## config.mk

```make
export PLATFORM = sky130hd
export DESIGN_NAME = uart_tx_serializer
export DESIGN_NICKNAME = d
export VERILOG_FILES = /design/src/rtl/uart_tx_serializer.sv
export SDC_FILE = /design/constraint.sdc
export NUM_CORES = 1
export LEC_CHECK = 0
export CORE_MARGIN = 1
export CORE_UTILIZATION = 50
export CTS_BUF_LIST = sky130_fd_sc_hd__clkbuf_2
export CTS_CLUSTER_SIZE = 30
export DETAILED_ROUTE_END_ITERATION = 16
export HOLD_SLACK_MARGIN = 0.12
export PLACE_DENSITY = 0.72
export RECOVER_POWER = 25
export SYNTH_ARGS = -nofsm -noshare
export SYNTH_HDL_FRONTEND = slang
export SYNTH_SLANG_ARGS = --single-unit
```

## constraint.sdc

```tcl
create_clock -name clk -period 3.9 [get_ports clk]
set_clock_uncertainty 0.1 [all_clocks]
set_input_delay 0.585 -clock clk [delete_from_list [all_inputs] [get_ports clk]]
set_output_delay 0.585 -clock clk [all_outputs]
set_load 0.05 [all_outputs]
```

## src/rtl/uart_tx_serializer.sv

```systemverilog
// UART transmit serializer: start, 7/8 data bits LSB-first, optional parity, stop, optional idle gap.
// Optional holding-register mode (accept mid-frame, back-to-back frames) enabled by UART_TX_HOLD_REG_EN.
module uart_tx_serializer #(
  parameter int unsigned TX_FRAME_GAP = 0
) (
  input  logic       clk,
  input  logic       reset,
  input  logic       xmit_pulse,
  input  logic [7:0] tx_data,
  input  logic       tx_valid,
  output logic       tx_ready,
  input  logic       bit8,
  input  logic       parity_en,
  input  logic       odd_n_even,
  output logic       txd,
  output logic       tx_busy,
  output logic       tx_done
);

  // state | meaning (bit currently on txd)
  // IDLE  | line idle high, waiting for a pending byte
  // START | start bit (0)
  // DATA  | data bit bit_idx
  // PARITY| parity bit
  // STOP  | stop bit (1)
  // GAP   | extra idle bit periods after stop
  typedef enum logic [2:0] {S_IDLE, S_START, S_DATA, S_PARITY, S_STOP, S_GAP} state_t;

  localparam logic [3:0] GAP_LAST = (TX_FRAME_GAP > 0) ? 4'(TX_FRAME_GAP - 1) : 4'd0;

  state_t     state, state_nxt;
  logic       pend_full;
  logic [7:0] pend_data;
  logic       pend_bit8, pend_par, pend_odd;
  logic [7:0] shift_data;
  logic       cfg_bit8, cfg_par, cfg_odd;
  logic [2:0] bit_idx, bit_idx_nxt;
  logic [3:0] gap_cnt, gap_cnt_nxt;
  logic       txd_nxt, done_nxt, load, frame_end, accept;
  logic [7:0] used_bits;
  logic [2:0] last_idx;
  logic       parity_bit;

`ifdef UART_TX_HOLD_REG_EN
  assign tx_ready = !pend_full;
`else
  assign tx_ready = !pend_full && (state == S_IDLE);
`endif

  assign accept     = tx_valid && tx_ready;
  assign used_bits  = cfg_bit8 ? shift_data : {1'b0, shift_data[6:0]};
  assign parity_bit = (^used_bits) ^ cfg_odd;
  assign last_idx   = cfg_bit8 ? 3'd7 : 3'd6;

  always_comb begin
    state_nxt   = state;
    bit_idx_nxt = bit_idx;
    gap_cnt_nxt = gap_cnt;
    txd_nxt     = txd;
    done_nxt    = 1'b0;
    load        = 1'b0;
    frame_end   = 1'b0;
    if (xmit_pulse) begin
      case (state)
        S_IDLE: begin
          txd_nxt = 1'b1;
          if (pend_full) begin
            load      = 1'b1;
            state_nxt = S_START;
            txd_nxt   = 1'b0;
          end
        end
        S_START: begin
          state_nxt   = S_DATA;
          bit_idx_nxt = 3'd0;
          txd_nxt     = shift_data[0];
        end
        S_DATA: begin
          if (bit_idx == last_idx) begin
            if (cfg_par) begin
              state_nxt = S_PARITY;
              txd_nxt   = parity_bit;
            end else begin
              state_nxt = S_STOP;
              txd_nxt   = 1'b1;
            end
          end else begin
            bit_idx_nxt = bit_idx + 3'd1;
            txd_nxt     = shift_data[bit_idx_nxt];
          end
        end
        S_PARITY: begin
          state_nxt = S_STOP;
          txd_nxt   = 1'b1;
        end
        S_STOP: begin
          if (TX_FRAME_GAP > 0) begin
            state_nxt   = S_GAP;
            gap_cnt_nxt = GAP_LAST;
            txd_nxt     = 1'b1;
          end else begin
            frame_end = 1'b1;
          end
        end
        S_GAP: begin
          txd_nxt = 1'b1;
          if (gap_cnt == 4'd0) frame_end = 1'b1;
          else                 gap_cnt_nxt = gap_cnt - 4'd1;
        end
        default: begin
          state_nxt = S_IDLE;
          txd_nxt   = 1'b1;
        end
      endcase
      // Last idle-level bit of the frame: chain straight into the next start if a byte waits.
      if (frame_end) begin
        done_nxt = 1'b1;
        if (pend_full) begin
          load      = 1'b1;
          state_nxt = S_START;
          txd_nxt   = 1'b0;
        end else begin
          state_nxt = S_IDLE;
          txd_nxt   = 1'b1;
        end
      end
    end
  end

  always_ff @(posedge clk) begin
    if (reset) begin
      state      <= S_IDLE;
      txd        <= 1'b1;
      tx_busy    <= 1'b0;
      tx_done    <= 1'b0;
      pend_full  <= 1'b0;
      pend_data  <= 8'd0;
      pend_bit8  <= 1'b0;
      pend_par   <= 1'b0;
      pend_odd   <= 1'b0;
      shift_data <= 8'd0;
      cfg_bit8   <= 1'b0;
      cfg_par    <= 1'b0;
      cfg_odd    <= 1'b0;
      bit_idx    <= 3'd0;
      gap_cnt    <= 4'd0;
    end else begin
      state   <= state_nxt;
      txd     <= txd_nxt;
      tx_busy <= (state_nxt != S_IDLE);
      tx_done <= done_nxt;
      bit_idx <= bit_idx_nxt;
      gap_cnt <= gap_cnt_nxt;
      // load needs a full slot and accept needs an empty one, so they never coincide
      if (load) begin
        pend_full  <= 1'b0;
        shift_data <= pend_data;
        cfg_bit8   <= pend_bit8;
        cfg_par    <= pend_par;
        cfg_odd    <= pend_odd;
      end else if (accept) begin
        pend_full <= 1'b1;
        pend_data <= tx_data;
        pend_bit8 <= bit8;
        pend_par  <= parity_en;
        pend_odd  <= odd_n_even;
      end
    end
  end

endmodule

```

# Yosys cells after proc, flatten, opt, wreduce, memory -nomap -nowiden
# Index checks and enable logic that the tools add are counted.
[op_classes] n_mux=27 n_eq_ne=8 reduce_logical=15 n_addsub=2 n_bitwise=4 n_lt_le_gt_ge=1
[ops] cell="2-to-1 mux 3 bit" n=6
[ops] cell="2-to-1 mux 1 bit" n=15
[ops] cell="case mux 3 bit (5 select lines)" n=1
[ops] cell="2-to-1 mux 8 bit" n=1
[ops] cell="XOR reduction 8 bit" n=1
[ops] cell="equality test 3 x 2 -> 1 bit (second input constant)" n=2
[ops] cell="equality test 3 bit (second input constant)" n=2
[ops] cell="case mux 3 bit (2 select lines)" n=1
[ops] cell="AND reduction 3 bit" n=2
[ops] cell="OR reduction 2 bit" n=3
[ops] cell="logical NOT 4 bit" n=1
[ops] cell="< comparator 3 x 4 -> 1 bit (second input constant)" n=1
[ops] cell="inequality test 2 bit (second input constant)" n=2
[ops] cell="case mux 1 bit (4 select lines)" n=1
[ops] cell="AND reduction 2 bit" n=2
[ops] cell="subtractor 4 x 1 -> 4 bit (second input constant)" n=1
[ops] cell="adder 3 x 1 -> 3 bit (second input constant)" n=1
[ops] cell="binary-select mux 1 bit (select 3 bit)" n=1
[ops] cell="equality test 3 x 1 -> 1 bit (second input constant)" n=1
[ops] cell="equality test 3 bit" n=1
[ops] cell="logical NOT 3 bit" n=1
[ops] cell="inverter 1 bit" n=3
[ops] cell="nonzero test 3 bit" n=1
[ops] cell="logical AND 1 bit" n=2
[ops] cell="other kinds (4)" n=4
[totals] reg_bits=36 elab_cells=72 output_inout_bits=4

# Depth between registers and ports, before layout
# Gate-level depths: netlist of run 1.
[logic_depth] depth_word=8 ltp_mapped=7 depth_no_buf=6

# Worst setup path before layout of run 1
# OpenSTA, ideal clock, no wires.
[synth_path] path_kind="register to register" from="register state[1]" to="register pend_full" path_slack_ps=1636 path_stages_with_launch=5 arrival_ps=2079 path_buffers=1 setup_ps=86 path_cell_list="dfxtp_1 > nor4_2 > nand2_1 > clkbuf_1 > a211oi_1"
[synth_via] elab_cells_between_ends=12 cone_classes="eq/ne: 2; mux: 6; reduce/logical: 4"
[synth_lines] element="from (decl)" line_no="31" text="state_t state, state_nxt;"
[synth_lines] element="from (signal assigned)" line_no="148" text="state <= state_nxt;"
[synth_lines] element="logical NOT 3 bit" line_no="47" text="assign tx_ready = !pend_full && (state == S_IDLE);"
[synth_lines] element="logical AND 1 bit" line_no="47"
[synth_lines] element="via tx_ready" line_no="11" text="output logic tx_ready,"
[synth_lines] element="logical AND 1 bit" line_no="50" text="assign accept = tx_valid && tx_ready;"
[synth_lines] element="to (signal assigned)" line_no="136" text="pend_full <= 1'b0;"
[synth_lines] element="to (signal assigned)" line_no="156" text="pend_full <= 1'b0;"
[synth_lines] element="to (signal assigned)" line_no="162" text="pend_full <= 1'b1;"
[synth_lines] element="to (decl)" line_no="32" text="logic pend_full;"
# The timed path passes the listed nets, and every way through them passes these cells. The select of a mux whose other input is x is not followed.
# A chain may end at the register's enable or synchronous reset.

# Worst setup path after layout of run 1
[layout_path] from="register state[1]" to="output port tx_ready"
[layout_via] elab_chain_cells=2
[layout_rtl] element="logical NOT 3 bit" line_no="47"
[layout_rtl] element="logical AND 1 bit" line_no="47"
[layout_rtl] element="to (decl)" line_no="11"
# Every way passes these cells.

==> results of run 1 <==
==> per-stage QoR <==
step | setup slack [ps] | util, % | area [µm²] | total power, µW | instances
final | 668 | 60.5 | 2050 | 728 | 261
after global routing | 568 | 60.5 | 2050 | 765 | 261
after CTS | 914 | 60.7 | 2060 | 738 | 261
after detailed placement | 1050 | 58.8 | 1990 | 508 | 253
after global placement | 1170 | 58.8 | 1990 | 504 | 253
after floorplan | 1640 | - | 1800 | 474 | 199
==> flip-flops by register name, summed over array words and instances, names as in the netlist <==
register / count
pend_data: 8
cfg_odd: 1
shift_data: 8
state: 3
pend_par: 1
pend_full: 1
cfg_bit8: 1
txd: 1
tx_done: 1
cfg_par: 1
pend_bit8: 1
gap_cnt: 4
bit_idx: 3
tx_busy: 1
pend_odd: 1
==> logic make-up (layout without fill, tap and decap cells) <==
group	after synthesis	in the layout	synth area share, %
AOI/OAI and AO/OA	40	40	14.8
and+or+nand+nor	78	78	23.7
xor gates and xnor gates	12	12	6.60
muxes	13	13	8.62
adders and majority gates	3	3	2.09
buffers and inverters	17	33	4.17
DFF	36	36	40.0
==> cell usage in the layout, fill, tap and decap left out, types with 3 or more instances in the layout <==
master | synthesis | routed
xnor2_1 | 8 | 8
ha_1 | 3 | 3
dfxtp_1 | 36 | 36
nor2_1 | 17 | 17
a2111oi_0 | 3 | 3
xor2_1 | 3 | 3
mux2i_1 | 11 | 11
a21oi_1 | 16 | 16
or3b_1 | 3 | 3
clkdlybuf4s50_1 | 0 | 17
nand4_1 | 6 | 6
clkbuf_2 | 0 | 6
inv_1 | 6 | 6
nand2b_1 | 4 | 4
nand2_1 | 28 | 28
o21ai_0 | 9 | 9
==> synth_stat cells, types with 2 or more instances <==
cell type and n:
inv_1 6, nand4_1 6, nand3_1 2, and2_1 3, mux4_2 2, buf_2 3
nand2b_1 4, dfxtp_1 36, clkbuf_1 6, ha_1 3, nor3_1 2, mux2i_1 11
a2111oi_0 3, o21ai_0 9, a21oi_1 16, nor2_1 17, xnor2_1 8, a31oi_1 2
nand2_1 28, or3b_1 3, xor2_1 3, a211oi_1 2, nor2b_1 2
==> critical path, delay by kind of cell (launching register included) <==
family        cells  cell delay (ps)
simple gates      1              740
buf+inv           1              940
flops             1              500
==> final cells by class <==
class,count,area share [%]
Clock buffer,6,1.46
Tap cell,46,2.80
Multi-Input combinational cell,146,48.7
Timing Repair Buffer,19,9.15
Sequential cell,36,35.1
Clock inverter,2,1.71
Inverter,6,1.10
==> metal layers <==
layer | GRT usage (%) | vias to the layer above | wire length [µm]
li1 | - | 734 | -
met1 | 28.9 | 685 | 1660
met2 | 33.9 | 36 | 1640
met3 | 4.35 | 7 | 178
met4 | 9.52 | 0 | 60
met5 | 0 | - | 0
==> report_power, final <==
| part | internal (µW) | leakage [µW] | total (µW) | switching (µW) |
|---|---|---|---|---|
| sequential | 383 | 0.000292 | 396 | 13.2 |
| clock | 110 | 0.0000430 | 230 | 119 |
| combinational | 45.5 | 0.000366 | 102 | 56.9 |
==> final timing paths <==
path           startpoint  slack [ps]       endpoint
min          pend_data[3]         370   pend_data[3]
max reg2reg    gap_cnt[0]        1560  shift_data[4]
max              state[1]         670       tx_ready
min reg2reg  pend_data[3]         370   pend_data[3]
==> reports/qor.txt, run 1 <==
Layout net count: 232
Pleak: 0.000702 µW
Port bufs: 18
Post-synth EDFFs: 0
R2R cell count: 6
Layout cells sized above 1: 6.98%
Skew-Pair Late Insertion Delay: 370 ps
Main flop type after synthesis: dfxtp_1
Worst VDD drop: 0.260 mV
Synth top area cells: dfxtp_1, mux2i_1, nand2_1
Row count: 21
Post-synthesis area per instance: 9.05 µm²
Ant. Diodes: 0
Measured slew at the worst slew-check pin: 994 ps
Clock transition at path regs: 170 ps
Critical-path maximum fanout: 16
Worst hold path depth: 2
Post-cts sizing count: 0
Synth top area share: 40.0%
Congestion Overflow GR: 0
Warning count from the yosys run: 0
Status: finished clean
Ports: 19
Die width: 62.0 µm
CTS buffer count: 5
Fmax: 0.309 GHz
Via density: 5.60
Pwr per Cell Area: 355 nW/µm²
Full die area: 3840 µm²
Post-CTS Setup Inserts: 0
Cts hold-fix bufs: 0
Mapped Cells: 199
Largest net degree at the start of global routing: 27
FF/Latch Area: 721 µm²
Rel. slew slack: 33.7%
TritonCTS clock tree: yes
Area Growth Syn to Fin: 14.0%
Clk root buf: clkbuf_2
Routability-driven placement congestion ratio: 0.819
Initial antenna violation count: 0
HPWL Detailed: 2630 µm
Initial core utilization: 53.1%
Gr usage total: 21.6%
Max-cap viol count: 0
Crit path DAT: 2550 ps
Routed Antenna Nets: 0
Overall routed net length: 3540 µm
Fin Setup TNS: 0 ps
Hold_ws: 369 ps
FFs w/ async S/R, synth: 0%
Unrepaired setup endpoints after global routing: no
DRT Pass-1 Iters: 4
TritonCTS Sinks: 36
Fin crit period: 3230 ps
WL per Instance: 13.6 µm
Critical path class: reg2out
Clock Path Buffers: 2
First-pass GRT wire length: 5950 µm
First-iteration detailed-routing DRC count: 81
Cell chain of the critical path: nor4_1 -> clkdlybuf4s50_1
Die Y: 62.0 µm
Number of global-route vias before repair: 1324
WP data required: 3210 ps
Setup crit start kind: register
Area leader, netlist: dfxtp_1
Hold WC Path Type: reg2reg
Area of the multi-input gates: 998 µm²
Total number of vias: 1462
Mapped Area: 1800 µm²
Final cycle utilization of the critical path: 82.9%
Core area: 3390 µm²
H-Tree Depth: 2
Seq/Total Area, Yosys: 40.0%
Yosys reg bits: 36
Final Max Tran Viols: 0
Worst setup EP type: primary output
Syn nets: 217
CP peak stage delay: 940 ps
Final setup violation count: 0
Final Hold Vio Count: 0
CP max-delay cell: clkdlybuf4s50_1
DRC: 0
Post-synth cell types: 45
Fill cells: 281
(Power assumes the default switching activity.)
==> inputs of run 2 (changes only) <==
PLACE_DENSITY = 0.75   (was 0.72)
clock period = 2.9 ns   (was 3.9 ns; I/O delays follow)
==> reports/qor.txt, run 2 (synthesized netlist as in run 1, its figures left out) <==
Max-cap viol count: 0 (unchanged)
R2r endpoint: txd
Cell chain of the critical path: nor4_2 -> dlymetal6s2s_1
Hold WC Path Type: reg2reg
Die Y: 62.0 µm (unchanged)
Via density: 5.65 (+0.94%)
Clk root buf: clkbuf_2
Final Max Tran Viols: 0 (unchanged)
Status: finished clean
CP peak stage delay: 510 ps (-430 ps)
Number of global-route vias before repair: 1293 (-2.3%)
Fill cells: 288 (+2.5%)
HPWL Detailed: 2500 µm (-5.1%)
Crit path launch: state[1]
CP Buf/Inv Count: 1 (unchanged)
DRT Pass-1 Iters: 4 (unchanged)
WL per Instance: 13.2 µm (-2.4%)
Initial antenna violation count: 0 (unchanged)
Final instance area: 2080 µm² (+1.3%)
Final WS setup: 471 ps (-198 ps)
Area of the multi-input gates: 1000 µm² (+0.63%)
First-pass GRT wire length: 5810 µm (-2.3%)
Setup crit start kind: register
Row count: 21 (unchanged)
Fmax: 0.412 GHz
Part of the power in registers: 53.7% (-0.7 points)
Total number of vias: 1487 (+1.7%)
Port bufs: 18 (unchanged)
Fin crit period: 2430 ps
First-iteration detailed-routing DRC count: 50 (-38%)
Final setup violation count: 0 (unchanged)
Worst setup EP type: primary output
R2R cell count: 6 (unchanged)
Ant. Diodes: 0 (unchanged)
Unrepaired setup endpoints after global routing: no
Congestion Overflow GR: 0 (unchanged)
Clock power share: 32.1% (+0.6 points)
CTS buffer count: 5 (unchanged)
Rel. slew slack: 63.5% (+30 points)
Initial core utilization: 53.1% (unchanged)
Hold_ws: 369 ps (-0.692 ps)
Final cycle utilization of the critical path: 83.8%
DRC: 0 (unchanged)
Reg2Reg Setup Slack: 850 ps (-710 ps)
Largest net degree at the start of global routing: 26 (-3.7%)
Critical-path maximum fanout: 16 (unchanged)
Full die area: 3840 µm² (unchanged)
Hold Startpoint: pend_data[5]
Reg2reg start: gap_cnt[0]
Int Pwr: 723 µW (+34%)
Skew-Pair Late Insertion Delay: 400 ps (+30 ps)
Post-cts sizing count: 0 (unchanged)
TritonCTS clock tree: yes
Final Hold Vio Count: 0 (unchanged)
Critical path class: reg2out
Sw frac: 27.2% (+1.2 points)
Core area: 3390 µm² (unchanged)
Ports: 19 (unchanged)
CP top delay family: simple AND/OR/NAND/NOR gates
Setup slack at placement: 544 ps (-502 ps)
Pleak: 0.000714 µW (+1.8%)
Layout cells sized above 1: 8.29% (+1.3 points)
Most frequent cells in the layout: dfxtp_1, nand2_1, nor2_1, clkdlybuf4s50_1, a21oi_1
Routability-driven placement congestion ratio: 0.856 (+4.5%)
Combinational cell fraction of total power: 14.2% (about the same)
Largest regs: pend_data: 8 flops, shift_data: 8 flops, gap_cnt: 4 flops
Pwr per Cell Area: 478 nW/µm² (+35%)
Worst VDD drop: 0.303 mV (+16%)
TritonCTS Sinks: 36 (unchanged)
Hold EP: pend_data[5]
Cts hold-fix bufs: 0 (unchanged)
Crit path DAT: 1890 ps (-660 ps)
Commonest non-fill, non-tap cell in the layout: dfxtp_1
Layout net count: 234 (+0.86%)
Die width: 62.0 µm (unchanged)
Routed Antenna Nets: 0 (unchanged)
Clock Path Buffers: 2 (unchanged)
CP max-delay cell: nor4_2
Measured slew at the worst slew-check pin: 546 ps (-448 ps)
FF/Latch Area: 721 µm² (unchanged)
Placed inst area: 2010 µm² (+0.75%)
Worst hold path depth: 2 (unchanged)
Overall routed net length: 3480 µm (-1.6%)
Gr usage total: 21.0% (-0.67 points)
Area Growth Syn to Fin: 15.4%
Clock transition at path regs: 190 ps (+20 ps)
Fin Setup TNS: 0 ps (unchanged)
H-Tree Depth: 2 (unchanged)
WP data required: 2370 ps (-840 ps)
Sw Pwr: 270 µW (+43%)
Post-CTS Setup Inserts: 0 (unchanged)
==> run 2: power groups by stage <==
stage,Sequential [µW],Combinational (µW),Clock [µW]
finish,533,141,319
global route,537,155,350
CTS,533,142,328
detailed placement,543,142,0
global placement,541,138,0
floorplan,545,93.2,0
==> run 2: metal layers <==
metal,global-route usage [%],vias to the layer above,wire [µm]
li1,-,736,-
met1,26.3,707,1630
met2,33.9,39,1650
met3,4.76,5,153
met4,10.2,0,53
met5,0,-,0
==> run 2: stage by stage <==
stage,utilization [%],power (µW),instances
3_3_place_gp,59.2,679,255
3_5_place_dp,59.2,685,255
4_1_cts,61.2,1000,263
5_1_grt,61.3,1040,263
6_report,61.3,993,263
2_1_floorplan,-,638,199
==> run 2: layout make-up <==
class / instances / area share (%)
clock inverter: 3 / 2.05
sequential: 36 / 34.7
multi-input combinational: 146 / 48.3
timing repair buffer: 21 / 9.87
clock buffer: 5 / 1.20
tap: 46 / 2.77
inverter: 6 / 1.08
==> run 2: worst reg2reg max path, delay by kind of cell (launching register included) <==
family / cells / cell delay [ps]
buffers and inverters: 1 / 80
flip-flops: 1 / 370
AND/OR/NAND/NOR: 1 / 440
AO/OA/AOI/OAI: 3 / 740
adder cells (fa/ha/maj): 1 / 220
==> run 2: how the worst max path moves through the flow <==
stage | end | slack (ps) | cells past startpoint
2_1_floorplan | pend_full | 640 | 4
3_3_place_gp | tx_ready | 620 | 2
3_5_place_dp | tx_ready | 540 | 2
4_1_cts | tx_ready | 60 | 2
5_1_grt | tx_ready | 360 | 2
6_report | tx_ready | 470 | 2
